## config.mk

```make
export PLATFORM = sky130hd
export DESIGN_NAME = enemy_spawner
export DESIGN_NICKNAME = d
export VERILOG_FILES = /design/src/rtl/game_pkg.sv /design/src/rtl/hit_popcount.sv /design/src/rtl/enemy_spawner.sv
export SDC_FILE = /design/constraint.sdc
export NUM_CORES = 1
export LEC_CHECK = 0
export ABC_AREA = 1
export CAP_MARGIN = 20
export CORE_ASPECT_RATIO = 1.4
export CORE_MARGIN = 4
export CORE_UTILIZATION = 51
export CTS_CLUSTER_SIZE = 12
export DETAILED_ROUTE_END_ITERATION = 8
export PLACE_DENSITY = 0.77
export REMOVE_ABC_BUFFERS = 1
export SYNTH_ARGS = -nofsm -noshare
export SYNTH_HDL_FRONTEND = slang
export SYNTH_SLANG_ARGS = --single-unit
```

## constraint.sdc

```tcl
create_clock -name clk25 -period 5.8 [get_ports clk25]
set_input_delay 0.58 -clock clk25 [delete_from_list [all_inputs] [get_ports clk25]]
set_output_delay 0.58 -clock clk25 [all_outputs]
set_load 0.01 [all_outputs]
```

## src/rtl/game_pkg.sv

```systemverilog
// Shared stage encodings, spawner state type and kill-count helpers for the game slice.
package game_pkg;

  localparam logic [1:0] STAGE_INIT   = 2'b00;
  localparam logic [1:0] STAGE_NORMAL = 2'b01;
  localparam logic [1:0] STAGE_BOSS   = 2'b10;
  localparam logic [1:0] STAGE_CLEAR  = 2'b11;

  typedef enum logic [1:0] {
    S_IDLE = 2'b00,
    S_WAVE = 2'b01,
    S_BOSS = 2'b10,
    S_DONE = 2'b11
  } spawner_state_e;

  localparam int unsigned KILL_SAT = 255;

  // 9-bit sum so a carry out of the 8-bit count clamps instead of wrapping.
  function automatic logic [7:0] sat_add_kill(input logic [7:0] cnt, input logic [7:0] inc);
    logic [8:0] sum;
    sum = {1'b0, cnt} + {1'b0, inc};
    return (sum > 9'(KILL_SAT)) ? 8'(KILL_SAT) : sum[7:0];
  endfunction

endpackage

```

## src/rtl/hit_popcount.sv

```systemverilog
// Combinational population count of a newly-killed vector.
module hit_popcount #(
  parameter int unsigned WIDTH = 17,
  localparam int unsigned CW   = $clog2(WIDTH + 1)
) (
  input  logic [WIDTH-1:0] bits,
  output logic [CW-1:0]    count
);

  always_comb begin
    count = '0;
    for (int i = 0; i < WIDTH; i++) begin
      count = count + CW'(bits[i]);
    end
  end

endmodule

```

## src/rtl/enemy_spawner.sv

```systemverilog
// Enemy alive-state owner: spawns the wave on INIT, the spider on BOSS, clears enemies on hits.
// Optional spider post-hit invulnerability timer is built when SPIDER_INVULN_EN is defined.
module enemy_spawner
  import game_pkg::*;
#(
  parameter int unsigned FLY_COUNT      = 4,
  parameter int unsigned MOSQUITO_COUNT = 12,
  parameter int unsigned SPIDER_HP      = 8,
  parameter int unsigned INVULN_TICKS   = 12_500_000
) (
  input  logic                      clk25,
  input  logic                      rst,
  input  logic [1:0]                stage_state,
  input  logic [FLY_COUNT-1:0]      fly_hit,
  input  logic [MOSQUITO_COUNT-1:0] mosquito_hit,
  input  logic                      spider_hit,
  output logic [FLY_COUNT-1:0]      fly_alive,
  output logic [MOSQUITO_COUNT-1:0] mosquito_alive,
  output logic                      spider_alive,
  output logic [7:0]                spider_hp,
  output logic [7:0]                kill_count,
  output logic                      enemy_killed
);

  localparam int unsigned NUM_TARGETS = FLY_COUNT + MOSQUITO_COUNT + 1;
  localparam int unsigned POP_W       = $clog2(NUM_TARGETS + 1);

  if (SPIDER_HP < 1 || SPIDER_HP > 255 || INVULN_TICKS >= 32'd16777216) begin : g_param_check
    $error("enemy_spawner: SPIDER_HP must be 1..255 and INVULN_TICKS must fit in 24 bits");
  end

  spawner_state_e            state_q, state_d;
  logic [FLY_COUNT-1:0]      fly_q, fly_d, fly_kill;
  logic [MOSQUITO_COUNT-1:0] mosq_q, mosq_d, mosq_kill;
  logic                      spider_q, spider_d;
  logic [7:0]                hp_q, hp_d;
  logic [7:0]                kill_q, kill_d;
  logic                      killed_q, killed_d;

  logic                      init;
  logic                      spider_accept;
  logic                      boss_hit;
  logic                      spider_death;
  logic [NUM_TARGETS-1:0]    newly_killed;
  logic [POP_W-1:0]          kill_pop;

  assign init         = (stage_state == STAGE_INIT);
  assign boss_hit     = (state_q == S_BOSS) && spider_accept;
  assign spider_death = boss_hit && (hp_q == 8'd1);

`ifdef SPIDER_INVULN_EN
  logic [23:0] timer_q, timer_d;

  assign spider_accept = spider_hit && (timer_q == '0);

  always_comb begin
    timer_d = (timer_q != '0) ? timer_q - 24'd1 : '0;
    if (boss_hit) begin
      timer_d = 24'(INVULN_TICKS);
    end
    if (init || spider_death) begin
      timer_d = '0;
    end
  end

  always_ff @(posedge clk25 or posedge rst) begin
    if (rst) begin
      timer_q <= '0;
    end else begin
      timer_q <= timer_d;
    end
  end
`else
  assign spider_accept = spider_hit;
`endif

  always_comb begin
    state_d   = state_q;
    fly_d     = fly_q;
    mosq_d    = mosq_q;
    spider_d  = spider_q;
    hp_d      = hp_q;
    fly_kill  = '0;
    mosq_kill = '0;

    unique case (state_q)
      S_WAVE: begin
        // A kill is a live bit being hit; hits on dead bits fall out of the AND.
        fly_kill  = fly_q & fly_hit;
        mosq_kill = mosq_q & mosquito_hit;
        fly_d     = fly_q & ~fly_hit;
        mosq_d    = mosq_q & ~mosquito_hit;
        if (stage_state == STAGE_BOSS) begin
          spider_d = 1'b1;
          hp_d     = 8'(SPIDER_HP);
          state_d  = S_BOSS;
        end
      end
      S_BOSS: begin
        if (boss_hit) begin
          if (spider_death) begin
            hp_d     = '0;
            spider_d = 1'b0;
            state_d  = S_DONE;
          end else begin
            hp_d = hp_q - 8'd1;
          end
        end
      end
      S_IDLE, S_DONE: ;
    endcase

    if (init) begin
      fly_d     = '1;
      mosq_d    = '1;
      spider_d  = 1'b0;
      hp_d      = '0;
      state_d   = S_WAVE;
      fly_kill  = '0;
      mosq_kill = '0;
    end
  end

  assign newly_killed = {spider_death && !init, mosq_kill, fly_kill};

  hit_popcount #(
    .WIDTH(NUM_TARGETS)
  ) u_hit_popcount (
    .bits (newly_killed),
    .count(kill_pop)
  );

  always_comb begin
    kill_d   = sat_add_kill(kill_q, 8'(kill_pop));
    killed_d = (kill_pop != '0);
    if (init) begin
      kill_d   = '0;
      killed_d = 1'b0;
    end
  end

  always_ff @(posedge clk25 or posedge rst) begin
    if (rst) begin
      state_q  <= S_IDLE;
      fly_q    <= '0;
      mosq_q   <= '0;
      spider_q <= 1'b0;
      hp_q     <= '0;
      kill_q   <= '0;
      killed_q <= 1'b0;
    end else begin
      state_q  <= state_d;
      fly_q    <= fly_d;
      mosq_q   <= mosq_d;
      spider_q <= spider_d;
      hp_q     <= hp_d;
      kill_q   <= kill_d;
      killed_q <= killed_d;
    end
  end

  assign fly_alive      = fly_q;
  assign mosquito_alive = mosq_q;
  assign spider_alive   = spider_q;
  assign spider_hp      = hp_q;
  assign kill_count     = kill_q;
  assign enemy_killed   = killed_q;

endmodule

```

Word level (Yosys, flattened, before mapping)
Cells that the tools add are included.
{ "totals": {"register_bits": 36, "inputBits": 21, "out_inout_bits": 34, "wordCells": 75} }
{ "classes": {"addsub": 18, "n_lt_le_gt_ge": 1, "n_eq_ne": 7, "muxes": 26, "bitwise": 6, "reduce_logical": 10} }
{ "op_table": {"columns": ["operator", "count"], "rows": [
  ["5-bit by 1-bit adder with 5-bit output", 15],
  ["12-bit two-way mux", 4],
  ["8-bit two-way mux", 6],
  ["12-bit AND", 2],
  ["4-bit two-way mux", 4],
  ["8-bit one-hot mux with 2 select lines", 1],
  ["12-bit NOT", 1],
  ["8-bit by 5-bit adder with 9-bit output", 1],
  ["9-bit by 8-bit greater-than comparator with 1-bit output (second input constant)", 1],
  ["3-bit != test (second input constant)", 3],
  ["4-bit AND", 2],
  ["8-bit by 1-bit equality test with 1-bit output (second input constant)", 1],
  ["2-bit two-way mux", 4],
  ["8-bit by 1-bit subtractor with 8-bit output (second input constant)", 1],
  ["1-bit two-way mux", 5],
  ["5-bit nonzero test", 1],
  ["2-bit equality test (second input constant)", 2],
  ["4-bit NOT", 1],
  ["2-bit one-hot mux with 2 select lines", 1],
  ["4-bit AND reduction", 1],
  ["1-bit logical AND", 3],
  ["3-bit AND reduction", 1],
  ["3-bit nonzero test", 1],
  ["1-bit by 1-bit adder with 2-bit output", 1],
  ["5 further kinds", 5]
]} }

Logic depth before layout (Yosys ltp)
Gate-level depths: netlist (run 1).
{ "depth": {"depth_word": 23, "ltp_mapped": 28, "ltp_nobuf": 27} }

Modules after synthesis
From an unflattened synthesis (run 1), not the netlist that was laid out.
{ "unflattened": {"cells_unflattened": 338, "area_unflattened_um2": 2506.2} }
{ "by_module_without_submodules": {"columns": ["mod", "instances", "cells_per_inst", "area_per_inst_um2", "seq_area_each_um2"], "rows": [
  ["enemy_spawner", 1, 293, 2113.3, 900.9],
  ["hit_popcount", 1, 45, 392.9, 0.0]
]} }

Least setup slack after synthesis (run 1)
No wires, ideal clock.
{ "synth_path": {"path_type": "input-to-reg", "start": "in stage_state[0]", "end": "reg kill_q[6] (netlist: kill_count[6])", "setup_ns": 0.120, "t_arrival_ns": 5.069, "required_time_ns": 5.680, "setup_slack_ns": 0.611, "path_stages": 24, "path_buffers": 1, "path_cell_list": "inv_1 nand2_1 buf_2 nand2_1 nor3_1 ha_1 inv_1 fa_1 fa_1 fa_1 inv_1 fa_1 ha_1 fa_1 inv_1 fa_1 inv_1 nand3_1 nand2_1 nand2_1 nand2_1 nand2_1 nor2_1 nor2_1"} }
{ "synth_via": {"elab_chain_len": 22, "elab_cells_between_ends": 25, "classes_between": "17 x add/sub; 1 x order compare; 4 x mux; 3 x reduce/logical"} }
{ "synth_lines": {"columns": ["item", "line_no", "source"], "rows": [
  ["start: declaration", "enemy_spawner.sv:13", "input logic [1:0] stage_state,"],
  ["2-bit logical NOT *", "enemy_spawner.sv:47", "assign init = (stage_state == STAGE_INIT);"],
  ["4-bit two-way mux", "enemy_spawner.sv:113", "if (init) begin"],
  ["1-bit by 1-bit adder with 2-bit output", "hit_popcount.sv:13", "count = count + CW'(bits[i]);"],
  ["5-bit by 1-bit adder with 5-bit output (15 in a row)", "hit_popcount.sv:13", null],
  ["8-bit by 5-bit adder with 9-bit output", "game_pkg.sv:21", "sum = {1'b0, cnt} + {1'b0, inc};"],
  ["9-bit by 8-bit greater-than comparator with 1-bit output", "game_pkg.sv:22", "return (sum > 9'(KILL_SAT)) ? 8'(KILL_SAT) : sum[7:0];"],
  ["8-bit two-way mux", "game_pkg.sv:22", null],
  ["8-bit two-way mux *", "enemy_spawner.sv:136", "if (init) begin"],
  ["via kill_d[6]", "enemy_spawner.sv:37", "logic [7:0] kill_q, kill_d;"],
  ["end signal: assignment", "enemy_spawner.sv:157", "kill_q <= kill_d;"],
  ["end: declaration", "enemy_spawner.sv:37", null]
]} }
Mark *: on every way through the listed nets, which the timed path passes. The rest lies on a longest branch.
A chain may end at the register's enable or synchronous reset.

Final worst setup path (run 1)
Ends and elaborated chain as after synthesis.

==> results.cfg, run 1 <==
[placement]
io_buffers = 54
hpwlAfterDp_mm = 4.41
postPlaceCellArea_um2 = 3130
place.gp.congestion = 0.882

[power]
total_power_uw = 1780
ir_drop_uv = 307
powerDensity_nw_per_um2 = 546
p_leak_uw = 0.00174

[worst_hold_path]
hold_path_class = reg -> reg
hold_start = mosquito_alive[0]

[setup_path]
critPathSlowestCell = fa_1
cp_slowest_stage_delay_ps = 540
cp_common_cell = fa_1
rr_worst_depth = 22
crit_path_end = kill_count[6]
worst-r2r-setup-slack_ps = 390
arrival_ps = 5720
worstReg2RegEnd = kill_count[6]
crit_start = stage_state[0]
end_kind = flip-flop
crit_chain = clkdlybuf4s50_1 -> inv_1 -> nand2_2 -> buf_6 -> buf_4 -> nand4_1 -> fa_1 -> fa_1 -> fa_1 -> inv_1 -> fa_1 -> ha_1 -> fa_1 -> inv_1 -> fa_1 -> inv_1 -> nand3_1 -> nand2_2 -> nand2_1 -> a21oi_1 -> o21ai_0 -> nor2_1
path_max_fanout = 10
crit_required_ps = 6020
r2r-start = state_q[1]
worstSetupStartpointType = primary input
worst-setup-path-type = in -> reg

[cts]
cts_buffer_depth = 2
cts_num_sinks = 36
htreeDepth = 2
tritoncts = done
clk_transition_reported_paths_ps = 80
cts-root-buf = clkbuf_8
insertion_delay_ps = 290
hold_buffers = 0
cts-buffers-inserted = 5

[cells_and_area]
mostFrequentLayoutCell = nand2_1
final_cell_mix = nand2_1, inv_1, clkdlybuf4s50_1
final_area_um2 = 3260
area_growth_pct = 30.1
layout-drive-gt1-share_pct = 8.61
n_antenna_cell = 0
nets = 442
fill_cells = 400

[timing]
max-slew-margin-rel_pct = 68.4
final.min_clock_period_ps = 5500
maxSlewViolCount = 0
setup_viol = 0
fin_worst_skew_ps = 9.44
worst_slew_pin_slew_ps = 473
hold_viol = 0
finalCritPeriodShare_pct = 94.8
fmax_mhz = 182

[global_routing]
grt_pass1_wl_mm = 9.65
grt_pass1_vias = 2230
grt-ovfl-total = 0
grt_max_degree = 37
track_usage_pct = 20.2
antenna_found_initial = 0

[detailed_routing]
routed_wl_mm = 5.71
vias = 2260
drtPass1Iterations = 4
antenna_left = 0
avgViaCountPerCell = 4.95
wl_per_cell_um = 12.5
drtIter0Drc = 94
drc_errors = 0

[synthesis]
synth_ff_type = dfrtp_1
yosys_warnings = 0
syn_area_um2 = 2500
synth_area_per_cell_um2 = 7.51
synth.distinct_cells = 26
ys_seq_elements = 36
synthArstFlopShare_pct = 100
synth_edf_count = 0
seq_area_frac_synth_pct = 36.0
syn_inst = 333

[die]
num_rows = 29
coreArea_um2 = 4640
initial_core_util_pct = 53.9
die_h_um = 90.9
io_pins = 55
die-area_um2 = 6110
fp.dieW_um = 67.2

[status]
status = completed

[flow_run]
maxCapViolations = 0
[cells in the mapped netlist (2+ instances only)]
library cell    n  area (µm²)
a21oi_1         7        35.0
xor2_1          4        35.0
nand4_1        14        87.6
nand2_1       104         390
inv_1          56         210
buf_2           7        35.0
a21oi_2         2        17.5
fa_1           12         240
nand2_2         2        12.5
o21ai_0         5        25.0
ha_1           14         175
nand3_1        21         105
o21ai_1         4        20.0
inv_2           7        26.3
nor3_1          5        25.0
dfrtp_1        36         901
nor2_1         24        90.1
[worst max-delay path, delay by kind of cell]
kind	cells	cell delay, ps
buffers and inverters	7	1040
AO/OA/AOI/OAI	2	220
AND/OR/NAND/NOR	6	630
adder cells (fa/ha/maj)	7	3250
[stage by stage]
| stage | TNS [ps] | worst slack (ps) | hold WS (ps) | std cells | utilization, % |
|---|---|---|---|---|---|
| 4_1_cts | 0 | 209 | 503 | 455 | 69.4 |
| 5_1_grt | -9.87 | -9.87 | 527 | 457 | 70.1 |
| 6_report | 0 | 303 | 504 | 457 | 70.1 |
| 2_1_floorplan | 0 | 12.3 | 522 | 325 | - |
| 3_3_place_gp | 0 | 40.1 | 478 | 448 | 67.3 |
| 3_5_place_dp | -499 | -106 | 485 | 448 | 67.3 |
[how the worst min path moves through the flow]
stage,depth (start not counted),to,slack (ps)
after CTS,2,mosquito_alive[2],500
after floorplan,2,fly_alive[2],520
after global routing,2,fly_alive[2],530
final,2,mosquito_alive[0],500
after detailed placement,2,mosquito_alive[0],490
after global placement,2,mosquito_alive[3],480
[cells by family after synthesis]
kind of cell               share of synthesized area, %
and+or+nand+nor                                    29.9
buffers and inverters                              11.3
DFF                                                36.0
adders and majority gates                          16.6
AOI/OAI and AO/OA                                  4.45
xor gates and xnor gates                           1.75
[flip-flops by register name, indices dropped and copies added, names as in the netlist]
register        flops
spider_alive        1
spider_hp           8
fly_alive           4
state_q             2
mosquito_alive     12
kill_count          8
enemy_killed        1
[metal layers]
layer,track usage (%),vias up,wire length (µm)
li1,-,1146,-
met1,23.4,1052,2340
met2,36.1,55,3070
met3,3.99,7,231
met4,6.26,0,69
met5,0,-,0
[report_power, final]
part	switching, µW	internal [µW]
clock network	91.0	106
logic	617	519
registers	86.1	360
total	794	986
[what timing repair did]
item / 4_1_cts / 5_1_grt
setup buffers: 0 / 2
setup endpoints to repair: 0 / 6
gates resized for setup: 0 / 5
[layout make-up]
type                    count  area (µm²)  share of cell area (%)
repair buffers             63         612                    18.8
inverters                  63         236                    7.26
flip-flops and latches     36         901                    27.7
well taps                  62        77.6                    2.38
multi-input cells         226        1330                    41.0
clock buffers               7        96.3                    2.96
No activity file was read; power rests on OpenSTA's default activity.
==> inputs of run 2 (changes only) <==
--- a/config.mk
+++ b/config.mk
@@ -16,4 +16,5 @@
 export REMOVE_ABC_BUFFERS = 1
 export SYNTH_ARGS = -nofsm -noshare
 export SYNTH_HDL_FRONTEND = slang
+export SYNTH_HIERARCHICAL = 1
 export SYNTH_SLANG_ARGS = --single-unit
==> results.cfg, run 2 <==
[die]
die_h_um = 90.9
initial_core_util_pct = 54.0
fp.dieW_um = 67.2
coreArea_um2 = 4640
die-area_um2 = 6120
num_rows = 29
io_pins = 55

[power]
powerDensity_nw_per_um2 = 531
internal_power_uw = 945
clock_power_share_pct = 10.6
p_comb_share_pct = 63.4
pwr-share-seq_pct = 26.1
p_leak_uw = 0.00167
swShare_pct = 45.1
p_switching_uw = 776
ir_drop_uv = 285

[synthesis]
yosys_warnings = 6
seq_area_frac_synth_pct = 35.9
synth_edf_count = 0
ys_top_cells_by_count = nand2_1, inv_1, dfrtp_1, nor2_1, nand3_1
syn_area_um2 = 2510
netlist.area_leader.share_pct = 35.9
syn_inst = 338
synth_top_area_cell = dfrtp_1
ys_seq_elements = 36
synth_most_common_cell = nand2_1
synth_area_per_cell_um2 = 7.41
ys_top_cells_by_area = dfrtp_1, nand2_1, fa_1
synthArstFlopShare_pct = 100
synth.distinct_cells = 28
synth_ff_type = dfrtp_1

[timing]
maxSlewViolCount = 0
fin_worst_skew_ps = 6.16
finalCritPeriodShare_pct = 93.1
fmax_mhz = 185
hold_ws_ps = 496
final.min_clock_period_ps = 5400
worst_slew_pin_slew_ps = 465
setup_viol = 0
max-slew-margin-rel_pct = 69.0
hold_viol = 0
rsz0062_at_grt = no

[detailed_routing]
wl_per_cell_um = 13.0
antenna_left = 0
routed_wl_mm = 6.00
drtIter0Drc = 116
avgViaCountPerCell = 5.10
drtPass1Iterations = 5
drc_errors = 0
vias = 2354

[cells_and_area]
fin_util_pct = 69.8
area_growth_pct = 29.3
n_antenna_cell = 0
largest_reg_flops = 12
final_cell_mix = nand2_1, clkdlybuf4s50_1, inv_1
final_area_um2 = 3240
layout-drive-gt1-share_pct = 8.25
nets = 443
fill_cells = 438
fin_cells = 462
mostFrequentLayoutCell = nand2_1

[placement]
place.gp.congestion = 0.856
hpwlAfterDp_mm = 4.70
postPlaceCellArea_um2 = 3140
dp.cells = 454
io_buffers = 54

[cts]
insertion_delay_ps = 290
cts_num_sinks = 36
clk_transition_reported_paths_ps = 70
cts-root-buf = clkbuf_8
cts-buffers-inserted = 5
htreeDepth = 2
tritoncts = done
cts_buffer_depth = 2
hold_buffers = 0

[setup_path]
end_kind = flip-flop
cp_slowest_stage_delay_ps = 540
worst-r2r-setup-slack_ps = 760
worstReg2RegEnd = kill_count[6]
worst-setup-path-type = in -> reg
r2r-start = state_q[1]
crit_required_ps = 5980
crit_chain = clkdlybuf4s50_1 -> buf_4 -> inv_1 -> nand2_4 -> nand2_1 -> nor2_1 -> fa_1 -> inv_1 -> fa_1 -> fa_1 -> fa_1 -> fa_1 -> fa_1 -> inv_1 -> inv_1 -> fa_1 -> o21ai_2 -> nand2_1 -> nand2_1 -> nand2_1 -> nor2_1 -> nor2_1
rr_worst_depth = 21
critPathSlowestCell = fa_1
path_max_fanout = 4
arrival_ps = 5570
cp_common_cell = fa_1
worstSetupStartpointType = primary input

[worst_hold_path]
hold_path_end = mosquito_alive[7]
hold_start = mosquito_alive[7]
whs_path_depth = 2
hold_path_class = reg -> reg

[status]
status = completed

[global_routing]
grt_max_degree = 37
antenna_found_initial = 0
grt-ovfl-total = 0
grt_pass1_wl_mm = 10.5
track_usage_pct = 22.1
grt_pass1_vias = 2421

[flow_run]
maxCapViolations = 0
run 2: cell types whose count changed after synthesis, moves of 4 or more:
| cell | previous run | this run |
|---|---|---|
| buf_2 | 7 | 3 |
| inv_2 | 7 | 3 |
| inv_1 | 56 | 51 |
| nor3_1 | 5 | 13 |
| nand4_1 | 14 | 5 |
| nand2_4 | 0 | 4 |
| nand2_1 | 104 | 124 |
| nand3_1 | 21 | 16 |
| xor2_1 | 4 | 0 |
run 2: worst max path at each step:
stage	cells past startpoint	startpoint	to	slack, ps
2_1_floorplan	18	stage_state[1]	kill_count[6]	490
3_3_place_gp	19	stage_state[1]	kill_count[6]	-130
5_1_grt	22	stage_state[0]	kill_count[6]	90
6_report	22	stage_state[0]	kill_count[6]	400
4_1_cts	19	stage_state[1]	kill_count[7]	20
3_5_place_dp	19	stage_state[1]	kill_count[7]	-310
run 2: layout make-up:
cell class | count | area [µm²] | share of cell area (%)
clock buffers | 8 | 90.1 | 2.78
inverters | 55 | 209 | 6.45
multi-input cells | 241 | 1380 | 42.5
flip-flops and latches | 36 | 901 | 27.8
well taps | 62 | 77.6 | 2.39
repair buffers | 60 | 586 | 18.1
run 2: timing repair:
action | 4_1_cts | 5_1_grt
resized for setup | 0 | 3
buffers inserted | 0 | 0
setup endpoints to repair | 0 | 8
run 2: cells by family (layout without fill, tap and decap cells):
family | after synthesis | in the layout | share of synthesized area (%)
xor gates and xnor gates | 4 | 4 | 1.40
adders and majority gates | 23 | 23 | 15.1
and+or+nand+nor | 194 | 194 | 33.3
AOI/OAI and AO/OA | 20 | 20 | 4.89
buffers and inverters | 61 | 123 | 9.39
DFF | 36 | 36 | 35.9
run 2: power by group through the flow:
stage | clock network (µW) | logic, µW | registers (µW)
6_report | 182 | 1090 | 449
5_1_grt | 200 | 1260 | 462
4_1_cts | 189 | 1110 | 449
3_5_place_dp | 0 | 1100 | 451
3_3_place_gp | 0 | 1070 | 446
2_1_floorplan | 0 | 670 | 482
run 2: worst max-delay path: cells and delay by family:
kind | cells | cell delay, ps
AND/OR/NAND/NOR | 8 | 660
adder cells (fa/ha/maj) | 7 | 3120
AO/OA/AOI/OAI | 1 | 250
buffers and inverters | 6 | 950
run 2: metal layers:
layer | global-route usage [%] | vias to the layer above | wire length, µm
li1 | - | 1159 | -
met1 | 25.8 | 1107 | 2390
met2 | 38.1 | 70 | 3170
met3 | 4.32 | 18 | 268
met4 | 9.64 | 0 | 167
met5 | 0 | - | 0
run 2: through the flow:
stage          worst slack [ps]  TNS, ps  total power [µW]
2_1_floorplan               493        0              1150
3_3_place_gp               -129     -513              1520
3_5_place_dp               -312    -1910              1550
4_1_cts                    21.2        0              1740
5_1_grt                    91.7        0              1920
6_report                    401        0              1720
==> inputs of run 3 (changes only) <==
--- a/config.mk
+++ b/config.mk
@@ -9,11 +9,12 @@
 export CAP_MARGIN = 20
 export CORE_ASPECT_RATIO = 1.4
 export CORE_MARGIN = 4
-export CORE_UTILIZATION = 51
+export CORE_UTILIZATION = 55
 export CTS_CLUSTER_SIZE = 12
 export DETAILED_ROUTE_END_ITERATION = 8
-export PLACE_DENSITY = 0.77
+export PLACE_DENSITY = 0.83
 export REMOVE_ABC_BUFFERS = 1
+export SKIP_LAST_GASP = 1
 export SYNTH_ARGS = -nofsm -noshare
 export SYNTH_HDL_FRONTEND = slang
 export SYNTH_HIERARCHICAL = 1
==> constraint.sdc (replaced) <==
create_clock -name clk25 -period 7 [get_ports clk25]
set_input_delay 0.7 -clock clk25 [delete_from_list [all_inputs] [get_ports clk25]]
set_output_delay 0.7 -clock clk25 [all_outputs]
set_load 0.01 [all_outputs]
==> results.cfg, run 3 (synthesis results as in run 2) <==
[status]
status = completed

[placement]
dp.cells = 448
place.gp.congestion = 0.901
io_buffers = 54
postPlaceCellArea_um2 = 3110
hpwlAfterDp_mm = 4.39

[detailed_routing]
drtIter0Drc = 95
routed_wl_mm = 5.86
avgViaCountPerCell = 5.01
drc_errors = 0
drtPass1Iterations = 5
vias = 2284
antenna_left = 0
wl_per_cell_um = 12.9

[timing]
finalCritPeriodShare_pct = 81.8
final.min_clock_period_ps = 5730
hold_viol = 0
fin_setup_tns_ps = 0
rsz0062_at_grt = no
worst_slew_pin_slew_ps = 477
setup_viol = 0
maxSlewViolCount = 0
fmax_mhz = 175
max-slew-margin-rel_pct = 68.2
fin_worst_skew_ps = 11.6

[die]
num_rows = 28
die-area_um2 = 5720
fp.dieW_um = 65.1
coreArea_um2 = 4310
die_h_um = 87.9
initial_core_util_pct = 58.2
io_pins = 55

[cells_and_area]
mostFrequentLayoutCell = nand2_1
final_area_um2 = 3200
area_growth_pct = 27.7
n_antenna_cell = 0
fill_cells = 372
fin_cells = 456
largest_reg_flops = 12
layout-drive-gt1-share_pct = 7.07
final_cell_mix = nand2_1, clkdlybuf4s50_1, inv_1
nets = 439

[cts]
cts-root-buf = clkbuf_8
clk_transition_reported_paths_ps = 80
cts_setup_buffers = 0
tritoncts = done
htreeDepth = 2
cts_buffer_depth = 2
insertion_delay_ps = 290
hold_buffers = 0
cts-buffers-inserted = 5
ctsResizeCount = 0
cts_num_sinks = 36

[setup_path]
cp_common_cell = fa_1
crit_required_ps = 7190
cp_top_family = adder cells
worstReg2RegEnd = kill_count[7]
arrival_ps = 5920
crit_chain = clkdlybuf4s50_1 -> inv_1 -> nand2_4 -> nand2_1 -> nor2_1 -> fa_1 -> inv_1 -> fa_1 -> fa_1 -> fa_1 -> fa_1 -> fa_1 -> o21ai_0 -> ha_1 -> a21oi_1 -> or2_2 -> nand2_1 -> nand2_1 -> nand3_1 -> nand2_1 -> inv_1
path_max_fanout = 35
crit_start = stage_state[0]
rr_worst_depth = 21
crit_buf_inv = 4
worst-setup-path-type = in -> reg
cp_slowest_stage_delay_ps = 530
critPathSlowestCell = fa_1
r2r-start = state_q[1]
worst-r2r-setup-slack_ps = 1760
worstSetupStartpointType = primary input
end_kind = flip-flop

[power]
powerDensity_nw_per_um2 = 442
ir_drop_uv = 248
p_leak_uw = 0.00165
total_power_uw = 1410

[global_routing]
grt_pass1_vias = 2290
antenna_found_initial = 0
grt_max_degree = 37
grt-ovfl-total = 0
track_usage_pct = 22.7
grt_pass1_wl_mm = 10.1

[worst_hold_path]
hold_start = mosquito_alive[3]
hold_path_end = mosquito_alive[3]
whs_path_depth = 2
hold_path_class = reg -> reg

[flow_run]
maxCapViolations = 0
run 3: cell count changes in the layout (fill, tap and decap cells not counted):
cell | before | now
o21ai_1 | 2 | 1
nor2_1 | 22 | 23
nor2_4 | 2 | 1
buf_4 | 6 | 2
o21ai_0 | 6 | 7
run 3: cell type report:
type,instances,area [µm²],share of cell area [%]
sequential,36,901,28.1
tap,60,75.1,2.35
multi-input combinational,241,1370,42.8
clock buffer,8,90.1,2.81
timing repair buffer,56,556,17.4
inverter,55,209,6.53
run 3: layer usage:
metal  GRT usage, %  part of all wire (%)  vias up
met5              0                     0        -
met4           8.87                   2.1        0
met3           3.34                   3.2       10
met2           42.0                    55       50
met1           26.2                    39     1078
li1               -                     -     1146
run 3: through the flow:
step / hold slack [ps] / utilization, % / worst slack, ps
6_report: 498 / 74.3 / 1270
3_3_place_gp: 476 / 72.2 / 1160
2_1_floorplan: 519 / - / 1570
3_5_place_dp: 482 / 72.2 / 1020
5_1_grt: 524 / 74.3 / 857
4_1_cts: 500 / 74.3 / 1280
run 3: worst reg2reg max path, stage by stage (launching register included):
cell,delay (ps)
dfrtp_1,420
inv_2,90
nand2_4,110
inv_4,200
nand2_1,130
nor2_1,150
fa_1,420
inv_1,80
fa_1,440
fa_1,540
fa_1,430
fa_1,420
fa_1,410
o21ai_0,260
ha_1,330
a21oi_1,260
or2_2,170
nand2_1,50
nand2_1,60
nand3_1,70
nand2_1,70
inv_1,40
run 3: worst max-delay path by stage:
stage / end / slack (ps) / depth (start not counted)
after floorplan: kill_count[6] / 1570 / 18
after global placement: kill_count[6] / 1160 / 21
after detailed placement: kill_count[7] / 1020 / 21
after CTS: kill_count[7] / 1280 / 21
after global routing: kill_count[7] / 860 / 21
final: kill_count[7] / 1270 / 21
run 3: power by group:
part           switching, µW  internal, µW
Combinational            492           397
Sequential              71.5           298
Clock                   75.0          80.4
Total                    639           776
